==> src/rtl/cpu_pkg.sv <==
// Shared types for the CPU control path: memory-access sequencer states and op encodings.
package cpu_pkg;

    typedef enum logic [1:0] {
        IDLE   = 2'd0,
        DATA   = 2'd1,
        ACCESS = 2'd2,
        DONE   = 2'd3
    } mac_state_t;

    localparam logic OP_LOAD  = 1'b0;
    localparam logic OP_STORE = 1'b1;

endpackage

==> src/rtl/sat_counter.sv <==
// Saturating up-counter: increments on inc, sticks at all-ones, async clear to zero.
module sat_counter #(
    parameter int CNT_W = 16
) (
    input  logic             clock,
    input  logic             clear,
    input  logic             inc,
    output logic [CNT_W-1:0] q
);

    logic [CNT_W-1:0] cnt_q;
    logic [CNT_W-1:0] cnt_d;

    always_comb begin
        cnt_d = cnt_q;
        if (inc && (cnt_q != {CNT_W{1'b1}})) begin
            cnt_d = cnt_q + 1'b1;
        end
    end

    always_ff @(posedge clock or posedge clear) begin
        if (clear) begin
            cnt_q <= '0;
        end else begin
            cnt_q <= cnt_d;
        end
    end

    assign q = cnt_q;

endmodule

==> src/rtl/mem_access_ctrl.sv <==
// Runs one RAM load or store through MAR/MDR for the control unit and pulses done when finished.
module mem_access_ctrl
    import cpu_pkg::*;
#(
    parameter int RAM_LATENCY = 1,
    parameter int CNT_W       = 16
) (
    input  logic             clock,
    input  logic             clear,
    input  logic             req_valid,
    input  logic             req_write,
    output logic             req_ready,
    output logic             data_req,
    output logic             MARin,
    output logic             MDRin,
    output logic             Read,
    output logic             Write,
    output logic             done,
    output logic             busy,
    output logic [CNT_W-1:0] load_count,
    output logic [CNT_W-1:0] store_count
);

    localparam logic [3:0] LAT_LAST = 4'(RAM_LATENCY - 1);

    mac_state_t state_q;
    mac_state_t state_d;
    logic [3:0] lat_cnt_q;
    logic [3:0] lat_cnt_d;
    logic       op_is_write_q;
    logic       op_is_write_d;
    logic       accept;
    logic       lat_last;

    assign req_ready = (state_q == IDLE);
    assign accept    = req_valid && req_ready;
    assign lat_last  = (lat_cnt_q == LAT_LAST);

    always_comb begin
        state_d       = state_q;
        lat_cnt_d     = lat_cnt_q;
        op_is_write_d = op_is_write_q;
        unique case (state_q)
            IDLE: begin
                if (accept) begin
                    op_is_write_d = req_write;
                    lat_cnt_d     = '0;
                    state_d       = (req_write == OP_STORE) ? DATA : ACCESS;
                end
            end
            DATA: begin
                lat_cnt_d = '0;
                state_d   = ACCESS;
            end
            ACCESS: begin
                if (lat_last) begin
                    lat_cnt_d = '0;
                    state_d   = DONE;
                end else begin
                    lat_cnt_d = lat_cnt_q + 4'd1;
                end
            end
            DONE: begin
                state_d = IDLE;
            end
            default: begin
                state_d = IDLE;
            end
        endcase
    end

    always_ff @(posedge clock or posedge clear) begin
        if (clear) begin
            state_q       <= IDLE;
            lat_cnt_q     <= '0;
            op_is_write_q <= OP_LOAD;
        end else begin
            state_q       <= state_d;
            lat_cnt_q     <= lat_cnt_d;
            op_is_write_q <= op_is_write_d;
        end
    end

    // Everything but MARin/req_ready decodes registered state only, so no input-to-strobe paths.
    always_comb begin
        MARin    = accept;
        data_req = 1'b0;
        MDRin    = 1'b0;
        Read     = 1'b0;
        Write    = 1'b0;
        done     = 1'b0;
        busy     = (state_q != IDLE);
        unique case (state_q)
            DATA: begin
                data_req = 1'b1;
                MDRin    = 1'b1;
            end
            ACCESS: begin
                if (op_is_write_q == OP_STORE) begin
                    Write = 1'b1;
                end else begin
                    Read  = 1'b1;
                    MDRin = lat_last;
                end
            end
            DONE: begin
                done = 1'b1;
            end
            default: begin
            end
        endcase
    end

    sat_counter #(.CNT_W(CNT_W)) u_load_cnt (
        .clock (clock),
        .clear (clear),
        .inc   (done && (op_is_write_q == OP_LOAD)),
        .q     (load_count)
    );

    sat_counter #(.CNT_W(CNT_W)) u_store_cnt (
        .clock (clock),
        .clear (clear),
        .inc   (done && (op_is_write_q == OP_STORE)),
        .q     (store_count)
    );

endmodule

==> config.mk <==
export PLATFORM = sky130hd
export DESIGN_NAME = mem_access_ctrl
export DESIGN_NICKNAME = d
export VERILOG_FILES = /design/src/rtl/cpu_pkg.sv /design/src/rtl/sat_counter.sv /design/src/rtl/mem_access_ctrl.sv
export SDC_FILE = /design/constraint.sdc
export NUM_CORES = 1
export LEC_CHECK = 0
export BUFFER_PORTS_ARGS = -buffer_cell sky130_fd_sc_hd__buf_2
export CORE_ASPECT_RATIO = 1.75
export CORE_MARGIN = 2
export CORE_UTILIZATION = 35
export CTS_CLUSTER_DIAMETER = 30
export CTS_CLUSTER_SIZE = 24
export DETAILED_ROUTE_END_ITERATION = 8
export GPL_ROUTABILITY_DRIVEN = 0
export GPL_TIMING_DRIVEN = 0
export MAX_ROUTING_LAYER = met4
export SETUP_SLACK_MARGIN = 0.2
export SLEW_MARGIN = 10
export SYNTH_ARGS = -nofsm -noshare
export SYNTH_HDL_FRONTEND = slang
export SYNTH_HIERARCHICAL = 1
export SYNTH_SLANG_ARGS = --single-unit
==> constraint.sdc <==
create_clock -name clock -period 1.8 [get_ports clock]
set_clock_uncertainty 0.2 [all_clocks]
set_input_delay 0.09 -clock clock [delete_from_list [all_inputs] [get_ports clock]]
set_output_delay 0.09 -clock clock [all_outputs]
set_load 0.02 [all_outputs]
**Word level (Yosys, flattened, before mapping)**

Cells that the tools add are included.

- Input port bits: 4
- Register bits after elaboration: 39
- Output and inout bits: 40

- Eq/ne operators: 7
- Reductions and logical operators: 12
- Add/subtract/negate cells: 3
- Multiplexer cells: 15
- Bitwise gates (word level): 1

Operators with widths:

| cell | number |
|---|---|
| $add 16x1->16 const B | 2 |
| $ne 16x16->1 const B | 2 |
| $pmux 4 s3 | 1 |
| $mux 4 | 2 |
| $pmux 2 s4 | 1 |
| $mux 1 | 7 |
| $mux 2 | 3 |
| $reduce_and 2->1 | 3 |
| $logic_and 1x1->1 | 5 |
| $add 4x1->4 const B | 1 |
| $eq 2x2->1 const B | 2 |
| $logic_not 4->1 | 1 |
| $reduce_bool 3->1 | 1 |
| $eq 2x1->1 const B | 1 |
| $logic_not 2->1 | 1 |
| $ne 2x1->1 const B | 1 |
| $ne 2x2->1 const B | 1 |
| $pmux 1 s2 | 1 |
| $reduce_bool 2->1 | 1 |
| $not 1->1 | 1 |

**Depth between registers and ports, before layout**

- Word-level depth: 4
- Gate-level depth with buffers: 6

**By module**

Netlist, hierarchy kept.

By module, submodules not included:

| module | area each (sq um) | times used | seq. area each (sq um) | cells an instance |
|---|---|---|---|---|
| sat_counter | 805.8 | 2 | 400.4 | 71 |
| mem_access_ctrl | 529.3 | 1 | 175.2 | 55 |

**Worst setup path after synthesis**

No wires, ideal clock.

- Path kind: register to register
- Start: register state_q[1]
- End: register u_load_cnt.cnt_q[14] (netlist: u_load_cnt/q[14])
- Buffers on the path: 0
- Stages on the path, launching flop included: 7
- Library setup time: 125 ps
- Arrival time: 1817 ps
- Clock period less this slack: 2142 ps
- Path slack: -342 ps
- Data required time: 1475 ps
- Cells stage by stage: dfrtp_1 ha_1 nor2b_1 and4_1 nand3_1 nor2_1 mux2_2

- Word-level cells in the longest chain between the ends: 4

Ends and longest elaborated chain:

| what | RTL line | text |
|---|---|---|
| start: declaration | mem_access_ctrl.sv:26 | `mac_state_t state_q;` |
| start signal: assignment | mem_access_ctrl.sv:78 | `state_q <= state_d;` |
| $eq 2x2->1 | mem_access_ctrl.sv:93 | `unique case (state_q)` |
| $mux 1 | mem_access_ctrl.sv:93 |  |
| via done | mem_access_ctrl.sv:18 | `output logic done,` |
| $logic_and 1x1->1 | mem_access_ctrl.sv:117 | `.inc (done && (op_is_write_q == OP_LOAD)),` |
| $logic_and 1x1->1 | sat_counter.sv:16 | `if (inc && (cnt_q != {CNT_W{1'b1}})) begin` |
| end signal: assignment | sat_counter.sv:25 | `cnt_q <= cnt_d;` |
| end: declaration | sat_counter.sv:11 | `logic [CNT_W-1:0] cnt_q;` |

The timed path passes the listed nets, and every way through them passes these cells.
A chain may end at the register's enable or synchronous reset.

**Worst setup path after layout**

- Start: register state_q[1]
- End: register u_load_cnt.cnt_q[15] (netlist: u_load_cnt/q[15])

- Word-level cells in the longest chain between the ends: 4

Ends and longest elaborated chain:

| what | RTL line |
|---|---|
| $eq 2x2->1 | mem_access_ctrl.sv:93 |
| $mux 1 | mem_access_ctrl.sv:93 |
| $logic_and 1x1->1 | mem_access_ctrl.sv:117 |
| $logic_and 1x1->1 | sat_counter.sv:16 |

Every way passes these cells.

==> summary.txt <==
Timing
  – RSZ-0062 raised after global routing: yes
  – Setup TNS: -0.0934 ns
  – Fin crit share: 102%
  – Min Tclk post-route: 1.83 ns
  – Final hold viol count: 0
  – Post-route setup slack: -0.0290 ns
  – Min Hold Slack: 0.0318 ns
  – Max-slew violation count: 0
  – Fmax: 547 MHz
  – Worst rel slew slack: 57.5%
  – Final setup fails: 5
  – Worst Max-Slew Pin Slew: 0.637 ns

Route
  – WL per Instance: 14.7 um
  – DR iter-0 viols: 70
  – Detailed-route via count: 1,860
  – DRT Wirelength: 5460 um
  – Detail Route Antenna Nets: 0
  – DRC viols: 0
  – Router iterations before antenna repair: 4
  – Vias per cell: 5.01

Pwr
  – Clock power share: 17.2%
  – Pwr dens: 1150 nW/um2
  – Maximum vdd drop: 0.000905 V
  – Combinational share of power: 51.4%
  – Power Internal: 2.40 mW
  – Reg power frac: 31.4%
  – Total power: 3.91 mW
  – P_leak: 1.56 nW
  – NetSw: 1.51 mW
  – Sw frac: 38.6%

Outcome
  – Outcome: complete, but fails checks
  – Violated checks: setup timing

Placed design
  – HPWL after DPL: 3410 um
  – Cells after DPL: 318
  – IO buf count: 43

Global route
  – First-pass GRT wire length: 8830 um
  – Global router's overall resource usage: 16.8%
  – GRT overflow: 0
  – Via count of the first global-routing pass: 1,911
  – Antenna violations before repair: 0
  – Largest net degree at the start of global routing: 17

Final layout
  – Ant diodes: 0
  – Fin nets: 306
  – Most frequent cells in the layout: buf_2 (36), buf_4 (28), dfrtp_2 (24)
  – Final Non-Filler Cells: 371
  – Synth-to-Final Area Change: 58.3%
  – Most common cell after layout, fill and taps aside: buf_2
  – Final core utilization: 57.7%
  – Layout cells sized above 1: 65.2%

Worst setup path
  – Critical Path End Type: flop
  – Critical Path RT: 1.78 ns
  – Crit path kind: flop to flop
  – R2R Setup Slk: -0.03 ns
  – CP max FO: 4
  – Crit start category: flop
  – CP Data Arrival Time: 1.81 ns

Floorplan
  – Die Y: 107 um
  – Core region area: 5880 um2
  – Die area: 6780 um2
  – Die width: 63.1 um
  – # rows: 37
  – Initial Util: 36.4%
  – Num ports: 44

Clock network
  – Clock slew at reported path FFs: 0.08 ns
  – Maximum clock insertion buffer count: 2
  – Clock root cell: clkbuf_8
  – Clock sink total: 39
  – H-Tree Depth: 2
  – Worst-Skew Late Latency: 0.29 ns
  – Num CTS Buffers: 5
  – CTS tree: built

Worst hold path
  – Hold WC Path Type: input port to flop

Logic synthesis
  – Syn nets: 211
  – Share of the yosys chip area belonging to registers: 45.6%
  – Syn_area_per_cell: 10.9 um2
  – Syn Inst Count: 197
  – Cell Area, Synth: 2140 um2
  – Distinct cells, synth: 32
  – Yosys warnings: 6
  – Synthesis-stage register bit count: 39

Flow run
  – Max cap viols: 0
==> routing by layer <==
metal | global-route usage, % | up-vias | wire (um)
li1 | - | 887 | -
met1 | 17.6 | 921 | 2040
met2 | 31.2 | 41 | 3130
met3 | 2.72 | 11 | 163
met4 | 6.35 | 0 | 117
met5 | - | - | 0
==> repair_timing <==
item,CTS,global route
setup endpoints to repair,31,41
hold endpoints to repair,41,0
pin swaps,25,34
setup buffers,31,12
hold buffers,2,0
gates resized for setup,45,44
==> Yosys cell counts <==
master | instances | area, um2
nor2_1 | 7 | 26.3
a21oi_1 | 6 | 30.0
and4_2 | 2 | 20.0
nor2b_1 | 4 | 25.0
mux2_2 | 4 | 45.0
mux2i_1 | 5 | 50.1
xnor2_1 | 22 | 193
nand4_2 | 2 | 25.0
nand3_1 | 16 | 80.1
mux2_4 | 1 | 15.0
o21a_1 | 3 | 22.5
and2_1 | 5 | 31.3
o22ai_1 | 1 | 6.26
nor4_4 | 2 | 42.5
and3_2 | 2 | 15.0
nand2_1 | 12 | 45.0
o31ai_1 | 3 | 22.5
nand4_4 | 2 | 42.5
inv_1 | 12 | 45.0
o21ai_0 | 2 | 10.0
mux2_1 | 1 | 11.3
inv_2 | 1 | 3.75
ha_1 | 10 | 125
nand2b_1 | 4 | 25.0
nor3b_2 | 1 | 12.5
nand2_2 | 2 | 12.5
and3_1 | 8 | 50.1
and4_1 | 6 | 52.6
a211oi_1 | 1 | 7.51
dfrtp_1 | 39 | 976
nand4_1 | 10 | 62.6
a41o_1 | 1 | 10.0
==> final timing paths <==
kind                                               start                       endpoint  cells after the start
setup / recovery                  state_q[1]$_DFFE_PP0P_   u_load_cnt/q[15]$_DFFE_PP0P_                      6
hold / removal                                 req_valid       lat_cnt_q[2]$_DFFE_PP0P_                      4
setup reg to reg                  state_q[1]$_DFFE_PP0P_   u_load_cnt/q[15]$_DFFE_PP0P_                      6
hold reg to reg            u_store_cnt/q[10]$_DFFE_PP0P_  u_store_cnt/q[10]$_DFFE_PP0P_                      1
max in group asynchronous                          clear    u_load_cnt/q[8]$_DFFE_PP0P_                      3
min in group asynchronous                          clear      op_is_write_q$_DFFE_PP0P_                      3
==> power by group through the flow <==
stage / combinational (mW) / sequential (mW) / clock [mW]
finish: 2.01 / 1.23 / 0.672
global route: 2.16 / 1.25 / 0.728
CTS: 1.61 / 1.22 / 0.690
detailed placement: 1.22 / 1.29 / 0
global placement: 1.20 / 1.28 / 0
floorplan: 0.810 / 1.36 / 0
==> worst max-delay path, stage by stage, from the launching register on <==
cell,delay [ns]
dfrtp_2,0.41
ha_4,0.15
nor2b_4,0.19
nand3_4,0.11
nor4_4,0.35
nand4_1,0.16
xnor2_1,0.15
==> through the flow <==
stage | area (um2) | setup WS [ns]
after floorplan | 2290 | -0.0480
after global placement | 2600 | -0.127
after detailed placement | 2600 | -0.125
after CTS | 3110 | -0.0227
after global routing | 3390 | -0.115
final | 3390 | -0.0290
==> kinds of logic (layout without fill, tap and decap cells) <==
kind of cell             after synthesis  count (layout)  synth area share, %
adder cells (fa/ha/maj)               10              10                 5.84
flip-flops                            39              39                 45.6
XOR/XNOR                              22              22                 9.00
AO/OA/AOI/OAI                         17              17                 5.09
AND/OR/NAND/NOR                       85              85                 26.5
buffers and inverters                 13             109                 2.28
multiplexers                          11              11                 5.67
==> area by class of cell <==
| cell class | instances | area, um2 |
|---|---|---|
| timing repair buffer | 88 | 667 |
| multi-input combinational | 145 | 1460 |
| tap | 78 | 97.6 |
| clock inverter | 1 | 7.51 |
| clock buffer | 7 | 96.3 |
| sequential | 39 | 1010 |
| fill | 493 | 2490 |
| inverter | 13 | 58.8 |
==> state kept, by name, indices dropped and copies added, names as in the netlist <==
name           cells
state_q            2
u_load_cnt/q      16
lat_cnt_q          4
u_store_cnt/q     16
op_is_write_q      1
Note: power is estimated with default switching activity, not from simulation.
